## config.mk

```make
export PLATFORM = sky130hd
export DESIGN_NAME = rmt_drop_filter
export DESIGN_NICKNAME = d
export VERILOG_FILES = /design/src/rtl/rmt_axis_pkg.sv /design/src/rtl/axis_skid_buffer.sv /design/src/rtl/rmt_drop_filter.sv
export SDC_FILE = /design/constraint.sdc
export NUM_CORES = 2
export LEC_CHECK = 0
export ABC_AREA = 1
export BUFFER_PORTS_ARGS = -buffer_cell sky130_fd_sc_hd__buf_2
export CELL_PAD_IN_SITES_DETAIL_PLACEMENT = 1
export CELL_PAD_IN_SITES_GLOBAL_PLACEMENT = 1
export CORE_AREA = 2 2 580 582
export DETAILED_ROUTE_END_ITERATION = 12
export DIE_AREA = 0 0 582 584
export GPL_ROUTABILITY_DRIVEN = 0
export PLACE_DENSITY = 0.45
export SLEW_MARGIN = 5
export SYNTH_ARGS = -nofsm -noshare
export SYNTH_HDL_FRONTEND = slang
export SYNTH_SLANG_ARGS = --single-unit
```

## constraint.sdc

```tcl
create_clock -name clk -period 2.8 [get_ports clk]
set_input_delay 0.56 -clock clk [delete_from_list [all_inputs] [get_ports clk]]
set_output_delay 0.56 -clock clk [all_outputs]
set_load 0.02 [all_outputs]
```

## src/rtl/rmt_axis_pkg.sv

```systemverilog
// rtl/rmt_axis_pkg.sv - shared tuser layout and drop-filter state encoding
package rmt_axis_pkg;

  // Default stream geometry of the rmt pipeline
  localparam int unsigned AXIS_DATA_WIDTH_DEF  = 512;
  localparam int unsigned AXIS_TUSER_WIDTH_DEF = 128;
  localparam int unsigned STAT_CNT_WIDTH_DEF   = 32;

  // tuser field positions (first beat of a packet)
  localparam int unsigned TUSER_PKT_LEN_LSB    = 0;
  localparam int unsigned TUSER_PKT_LEN_WIDTH  = 16;
  localparam int unsigned TUSER_SRC_PORT_LSB   = 16;
  localparam int unsigned TUSER_SRC_PORT_WIDTH = 8;
  localparam int unsigned TUSER_DST_PORT_LSB   = 24;
  localparam int unsigned TUSER_DST_PORT_WIDTH = 8;
  localparam int unsigned TUSER_DROP_BIT       = 127;

  // Packet-level position of the drop filter within the input stream
  typedef enum logic [1:0] {
    S_FIRST = 2'd0,
    S_FWD   = 2'd1,
    S_DROP  = 2'd2
  } filt_state_e;

endpackage

```

## src/rtl/axis_skid_buffer.sv

```systemverilog
// rtl/axis_skid_buffer.sv - two-entry registered stream stage with registered tready
module axis_skid_buffer #(
  parameter int unsigned WIDTH = 8
) (
  input  logic             clk_i,
  input  logic             rst_ni,
  input  logic [WIDTH-1:0] in_tdata_i,
  input  logic             in_tvalid_i,
  output logic             in_tready_o,
  output logic [WIDTH-1:0] out_tdata_o,
  output logic             out_tvalid_o,
  input  logic             out_tready_i
);

  logic             main_valid_q, main_valid_d;
  logic [WIDTH-1:0] main_data_q, main_data_d;
  logic             skid_valid_q, skid_valid_d;
  logic [WIDTH-1:0] skid_data_q, skid_data_d;
  logic             ready_q, ready_d;
  logic             out_fire;
  logic             in_push;

  assign out_fire = main_valid_q & out_tready_i;
  assign in_push  = in_tvalid_i & ready_q;

  // Next-state of the two entries: main feeds the output, skid catches the one
  // beat that can arrive in the cycle the downstream stalls.
  always_comb begin
    main_valid_d = main_valid_q;
    main_data_d  = main_data_q;
    skid_valid_d = skid_valid_q;
    skid_data_d  = skid_data_q;
    if (skid_valid_q) begin
      // input is blocked while skid holds a beat, so only draining can happen
      if (out_fire) begin
        main_data_d  = skid_data_q;
        skid_valid_d = 1'b0;
      end
    end else if (in_push) begin
      if (!main_valid_q || out_fire) begin
        main_valid_d = 1'b1;
        main_data_d  = in_tdata_i;
      end else begin
        skid_valid_d = 1'b1;
        skid_data_d  = in_tdata_i;
      end
    end else if (out_fire) begin
      main_valid_d = 1'b0;
    end
    ready_d = ~skid_valid_d;
  end

  // Entry and ready registers; ready stays low for the whole reset
  always_ff @(posedge clk_i or negedge rst_ni) begin
    if (!rst_ni) begin
      main_valid_q <= 1'b0;
      main_data_q  <= '0;
      skid_valid_q <= 1'b0;
      skid_data_q  <= '0;
      ready_q      <= 1'b0;
    end else begin
      main_valid_q <= main_valid_d;
      main_data_q  <= main_data_d;
      skid_valid_q <= skid_valid_d;
      skid_data_q  <= skid_data_d;
      ready_q      <= ready_d;
    end
  end

  assign in_tready_o  = ready_q;
  assign out_tdata_o  = main_data_q;
  assign out_tvalid_o = main_valid_q;

endmodule

```

## src/rtl/rmt_drop_filter.sv

```systemverilog
// rtl/rmt_drop_filter.sv - discards packets flagged for drop on their first beat
module rmt_drop_filter
  import rmt_axis_pkg::*;
#(
  parameter int unsigned C_AXIS_DATA_WIDTH  = AXIS_DATA_WIDTH_DEF,
  parameter int unsigned C_AXIS_TUSER_WIDTH = AXIS_TUSER_WIDTH_DEF,
  parameter int unsigned DROP_BIT           = TUSER_DROP_BIT,
  parameter int unsigned CNT_WIDTH          = STAT_CNT_WIDTH_DEF
) (
  input  logic                            clk,
  input  logic                            aresetn,
  input  logic [C_AXIS_DATA_WIDTH-1:0]    s_axis_tdata,
  input  logic [C_AXIS_DATA_WIDTH/8-1:0]  s_axis_tkeep,
  input  logic [C_AXIS_TUSER_WIDTH-1:0]   s_axis_tuser,
  input  logic                            s_axis_tvalid,
  output logic                            s_axis_tready,
  input  logic                            s_axis_tlast,
  output logic [C_AXIS_DATA_WIDTH-1:0]    m_axis_tdata,
  output logic [C_AXIS_DATA_WIDTH/8-1:0]  m_axis_tkeep,
  output logic [C_AXIS_TUSER_WIDTH-1:0]   m_axis_tuser,
  output logic                            m_axis_tvalid,
  input  logic                            m_axis_tready,
  output logic                            m_axis_tlast,
  output logic [CNT_WIDTH-1:0]            fwd_pkt_cnt,
  output logic [CNT_WIDTH-1:0]            drop_pkt_cnt
);

  localparam int unsigned KEEP_W = C_AXIS_DATA_WIDTH / 8;
  localparam int unsigned PAY_W  = C_AXIS_DATA_WIDTH + KEEP_W + C_AXIS_TUSER_WIDTH + 1;

  filt_state_e          state_q;
  logic [CNT_WIDTH-1:0] drop_cnt_q;
  logic [CNT_WIDTH-1:0] fwd_cnt_q, fwd_cnt_d;

  logic             in_ready;
  logic             beat_acc;
  logic             drop_flag;
  logic             fwd_beat;
  logic             out_last_fire;
  logic [PAY_W-1:0] in_payload;
  logic [PAY_W-1:0] out_payload;

  assign beat_acc  = s_axis_tvalid & in_ready;
  assign drop_flag = s_axis_tuser[DROP_BIT];

  // Only the first beat's flag matters; later beats follow the packet's fate
  assign fwd_beat = (state_q == S_FWD) || ((state_q == S_FIRST) && !drop_flag);

  // Packet-position FSM and drop counter, advanced on accepted beats only
  always_ff @(posedge clk or negedge aresetn) begin
    if (!aresetn) begin
      state_q    <= S_FIRST;
      drop_cnt_q <= '0;
    end else if (beat_acc) begin
      case (state_q)
        S_FIRST: begin
          if (drop_flag) begin
            drop_cnt_q <= drop_cnt_q + CNT_WIDTH'(1);
            state_q    <= s_axis_tlast ? S_FIRST : S_DROP;
          end else begin
            state_q    <= s_axis_tlast ? S_FIRST : S_FWD;
          end
        end
        S_FWD, S_DROP: begin
          if (s_axis_tlast) state_q <= S_FIRST;
        end
        default: state_q <= S_FIRST;
      endcase
    end
  end

  // A packet counts as forwarded once its last beat leaves the block
  assign out_last_fire = m_axis_tvalid & m_axis_tready & m_axis_tlast;

  always_comb begin
    fwd_cnt_d = fwd_cnt_q;
    if (out_last_fire) fwd_cnt_d = fwd_cnt_q + CNT_WIDTH'(1);
  end

  // Forwarded packet counter register
  always_ff @(posedge clk or negedge aresetn) begin
    if (!aresetn) begin
      fwd_cnt_q <= '0;
    end else begin
      fwd_cnt_q <= fwd_cnt_d;
    end
  end

  assign in_payload = {s_axis_tlast, s_axis_tuser, s_axis_tkeep, s_axis_tdata};

  // Dropped beats are consumed without ever entering the output stage
  axis_skid_buffer #(
    .WIDTH (PAY_W)
  ) u_out_stage (
    .clk_i        (clk),
    .rst_ni       (aresetn),
    .in_tdata_i   (in_payload),
    .in_tvalid_i  (s_axis_tvalid & fwd_beat),
    .in_tready_o  (in_ready),
    .out_tdata_o  (out_payload),
    .out_tvalid_o (m_axis_tvalid),
    .out_tready_i (m_axis_tready)
  );

  assign s_axis_tready = in_ready;
  assign {m_axis_tlast, m_axis_tuser, m_axis_tkeep, m_axis_tdata} = out_payload;
  assign fwd_pkt_cnt   = fwd_cnt_q;
  assign drop_pkt_cnt  = drop_cnt_q;

endmodule

```

==> flow_summary_export.csv <==
group,metric,value,unit
floorplanning,initial_utilization,18.75,%
synth,synth_edf_count,0,
power,p_sw,43040,uW
power,ir_worst_vdd,0.6147,mV
timing,hold_viol_final,0,
final_layout,layout-drive-gt1-share,20.93,%
worst_setup_path,worst_setup_path_endpoint,"u_out_stage.out_tdata_o[250]",
global_routing,grt_use_met1,20.26,%
clock_network,post_cts_resized,0,
synth,syn_nets,7988,
power,seq_power_share,36.2,%
global_routing,gr-usage-met2,28.20,%
synth,synth_area,62430,um^2
final_layout,finalNetCount,10080,
floorplanning,die_h,584,um
final_layout,syn_to_final_growth,42.47,%
power,p_comb_share,38.9,%
worst_setup_path,worstPathRequired,3550,ps
floorplanning,io_pins,1480,
synth,synth_cell_types,26,
worst_setup_path,critPathMaxFanout,87,
power,switching_share,42.22,%
timing,tightest_slew,808.3,ps
timing,rsz0062_at_grt,"false",
power,power.density,1146,nW/um^2
timing,min_period_over_period,91.40,%
route,drtAntennaViolNets,0,
floorplanning,chipWidth,582,um
worst_setup_path,worstPathCellList,"inv_1 > nor2_2 > inv_1 > nand2_8 > buf_12 > buf_12 > nand2_1 > o21ai_0",
global_routing,grt_usage,16.71,%
route,drtIter0Drc,2880,
worst_setup_path,critPathKind,"reg2reg",
floorplanning,die_area,339900,um^2
route,via_per_inst,4.112,
synth,async_flop_share,100.0,%
synth,ys_seq_elements,1479,
worst_setup_path,startpoint,"u_out_stage.out_tvalid_o",
global_routing,use_met3,5.033,%
clock_network,cts_sinks,1479,
worst_hold_path,worstHoldPathType,"in2reg",
worst_setup_path,critPathMaxStageDelay,490,ps
timing,period_needed,2559,ps
synth,syn_avg_cell_area,8.581,um^2
worst_setup_path,cpMaxStageDelayCell,"nor2_2",
synth,yosysSeqAreaShare,59.29,%
worst_setup_path,endpoint_kind,"flip-flop",
route,drtPass1Iterations,5,
synth,ys.flop_type,"dfrtp_1",
clock_network,cts_tree,"yes",
synth,synth_top_area_cell,"dfrtp_1",
run,maxCapViolCount,0,
power,power.internal,58920,uW
synth,synth_top_area_share,59.29,%
route,vias,57380,
worst_setup_path,r2r_setup_slack,240,ps
final_layout,fillerInstances,39310,
global_routing,overflow,0,
place,hpwl,220500,um
worst_setup_path,arrival,3310,ps
clock_network,clk_latency,880,ps
clock_network,clkTransAtPathRegs,60,ps
route,routed_wl,290400,um
power,leakage,0.04576,uW
timing,finalSetupTns,0,ps
power,clkPwrFrac,24.9,%
timing,relSlewSlack,46.11,%
global_routing,grt_pass1_wl,425800,um
worst_setup_path,r2r_end,"u_out_stage.out_tdata_o[250]",
synth,yosys-top-cells-area,"dfrtp_1 (59%), o21ai_0 (14%), nand2_1 (14%), inv_1 (4.6%), o21ai_1 (3.2%)",
global_routing,grt_max_degree,153,
clock_network,cts_setup_buffers,0,
floorplanning,row_count,212,
clock_network,clockRootBuffer,"clkbuf_16",
synth,yosysWarnings,0,
power,power,102000,uW
run_status,status,"finished clean",
worst_setup_path,start_kind,"flip-flop",
route,drc_errors,0,
timing,setup_viol,0,
clock_network,cts_inserted_buffers,190,
timing,fmax,0.3908,GHz
global_routing,first_global_vias,60970,
route,avgRoutedWirePerCell,20.82,um
floorplanning,core_region_area,332900,um^2
global_routing,grt_antenna_before_repair,86,
global_routing,top_usage_layer,"met2",
clock_network,clockBufferDepth,4,
timing,maxSlewViolCount,0,
worst_setup_path,rr_startpoint,"u_out_stage.out_tvalid_o",
worst_setup_path,worstRegToRegCells,8,
clock_network,htreeDepth,4,
place,portBuffers,1479,
synth,synth_cells,7275,
timing,clock_skew,58.29,ps
[registers in the layout, summed over array words and instances (netlist names)]
register,cells
u_out_stage.skid_data_q,705
u_out_stage.out_tvalid_o,1
u_out_stage.in_tready_o,1
fwd_pkt_cnt,32
u_out_stage.skid_valid_q,1
state_q,2
drop_pkt_cnt,32
u_out_stage.out_tdata_o,705
[power by group through the flow]
stage | combinational, uW | sequential (uW) | clock [uW]
final | 39600 | 36900 | 25400
after global routing | 44400 | 38200 | 27200
after CTS | 40700 | 37000 | 26400
after detailed placement | 39700 | 37200 | 0
after floorplan | 17000 | 41800 | 0
after global placement | 38800 | 36800 | 0
[routing by layer]
layer  wire length, um  up-vias  part of all wire [%]
met1            122000    28130                    42
met5               304        -                  0.10
met3             20610      404                   7.1
li1                  -    27410                     -
met4              9726       50                   3.3
met2            137800     1383                    47
[area by class of cell]
type	count	area (um^2)	share of cell area (%)
antenna	47	117.6	0.1322
clock buffer	285	5674	6.380
clock inverter	60	725.7	0.8159
inverter	768	2890	3.250
multi-input combinational	4559	20190	22.70
sequential	1479	37010	41.61
tap	4387	5489	6.172
timing repair buffer	2367	16850	18.94
[per-stage QoR]
step | hold WS [ps] | area [um^2] | cells | setup WS (ps) | utilization, %
after detailed placement | 467.5 | 75520 | 12870 | 95.95 | 22.69
after global placement | 461.1 | 75520 | 12870 | 130.8 | 22.69
after CTS | 0.4388 | 88820 | 13910 | 167.8 | 26.68
after global routing | 25.23 | 88900 | 13940 | 73.89 | 26.70
final | 66.62 | 88940 | 13950 | 240.9 | 26.72
after floorplan | 264.4 | 62430 | 7275 | 1109 | -
[cells in the final DEF (no fill, tap or decap), types with 2 or more instances in the layout]
cell,netlist,routed
buf_12,0,84
buf_2,147,1478
buf_4,68,116
bufinv_16,0,11
clkbuf_1,227,41
clkbuf_16,0,192
clkbuf_8,0,52
clkinv_16,0,2
clkinv_2,0,34
clkinv_4,0,2
dfrtp_1,1479,1479
diode_2,0,47
dlygate4sd3_1,0,689
ha_1,4,4
inv_1,766,766
inv_16,0,4
inv_6,0,5
nand2_1,2250,2250
nand3_1,33,33
nand4_1,16,16
nor2_1,69,68
nor2_2,3,4
nor3_1,10,10
o21ai_0,1726,1726
o21ai_1,394,394
xnor2_1,25,25
xor2_1,22,22
[worst min-delay path by stage]
stage	start	end	slack [ps]	cells after the start
6_report	s_axis_tdata[366]	u_out_stage.skid_data_q[366]	70	3
5_1_grt	s_axis_tdata[200]	u_out_stage.skid_data_q[200]	30	3
4_1_cts	s_axis_tdata[259]	u_out_stage.skid_data_q[259]	0.4	3
3_5_place_dp	u_out_stage.skid_data_q[561]	u_out_stage.skid_data_q[561]	470	2
3_3_place_gp	u_out_stage.skid_data_q[82]	u_out_stage.skid_data_q[82]	460	2
2_1_floorplan	aresetn	drop_pkt_cnt[0]	260	0
[cell usage after synthesis, types with 23 or more instances]
| cell type | count |
|---|---|
| nand2_1 | 2250 |
| nand3_1 | 33 |
| nor2_1 | 69 |
| buf_6 | 23 |
| xnor2_1 | 25 |
| buf_4 | 68 |
| clkbuf_1 | 227 |
| o21ai_0 | 1726 |
| o21ai_1 | 394 |
| inv_1 | 766 |
| dfrtp_1 | 1479 |
| buf_2 | 147 |
[critical path: cells and delay by family (launching register included)]
| kind | cells | cell delay, ps |
|---|---|---|
| compound gates | 1 | 100 |
| buf+inv | 4 | 980 |
| flops | 1 | 390 |
| simple gates | 3 | 870 |
[what timing repair did]
action	in CTS	in global routing
setup endpoints to repair	0	0
hold endpoints to repair	861	0
hold buffers	689	0
[cells by family (layout without fill, tap and decap cells)]
| family | Yosys count | in the layout | synth area share, % |
|---|---|---|---|
| XOR/XNOR | 47 | 47 | 0.6594 |
| AND/OR/NAND/NOR | 2384 | 2384 | 14.51 |
| AO/OA/AOI/OAI | 2124 | 2124 | 17.04 |
| flip-flops | 1479 | 1479 | 59.29 |
| buffers and inverters | 1237 | 3480 | 8.418 |
| adder cells (fa/ha/maj) | 4 | 4 | 0.08017 |
| other | 0 | 47 | 0 |
Note: power is estimated with default switching activity, not from simulation.
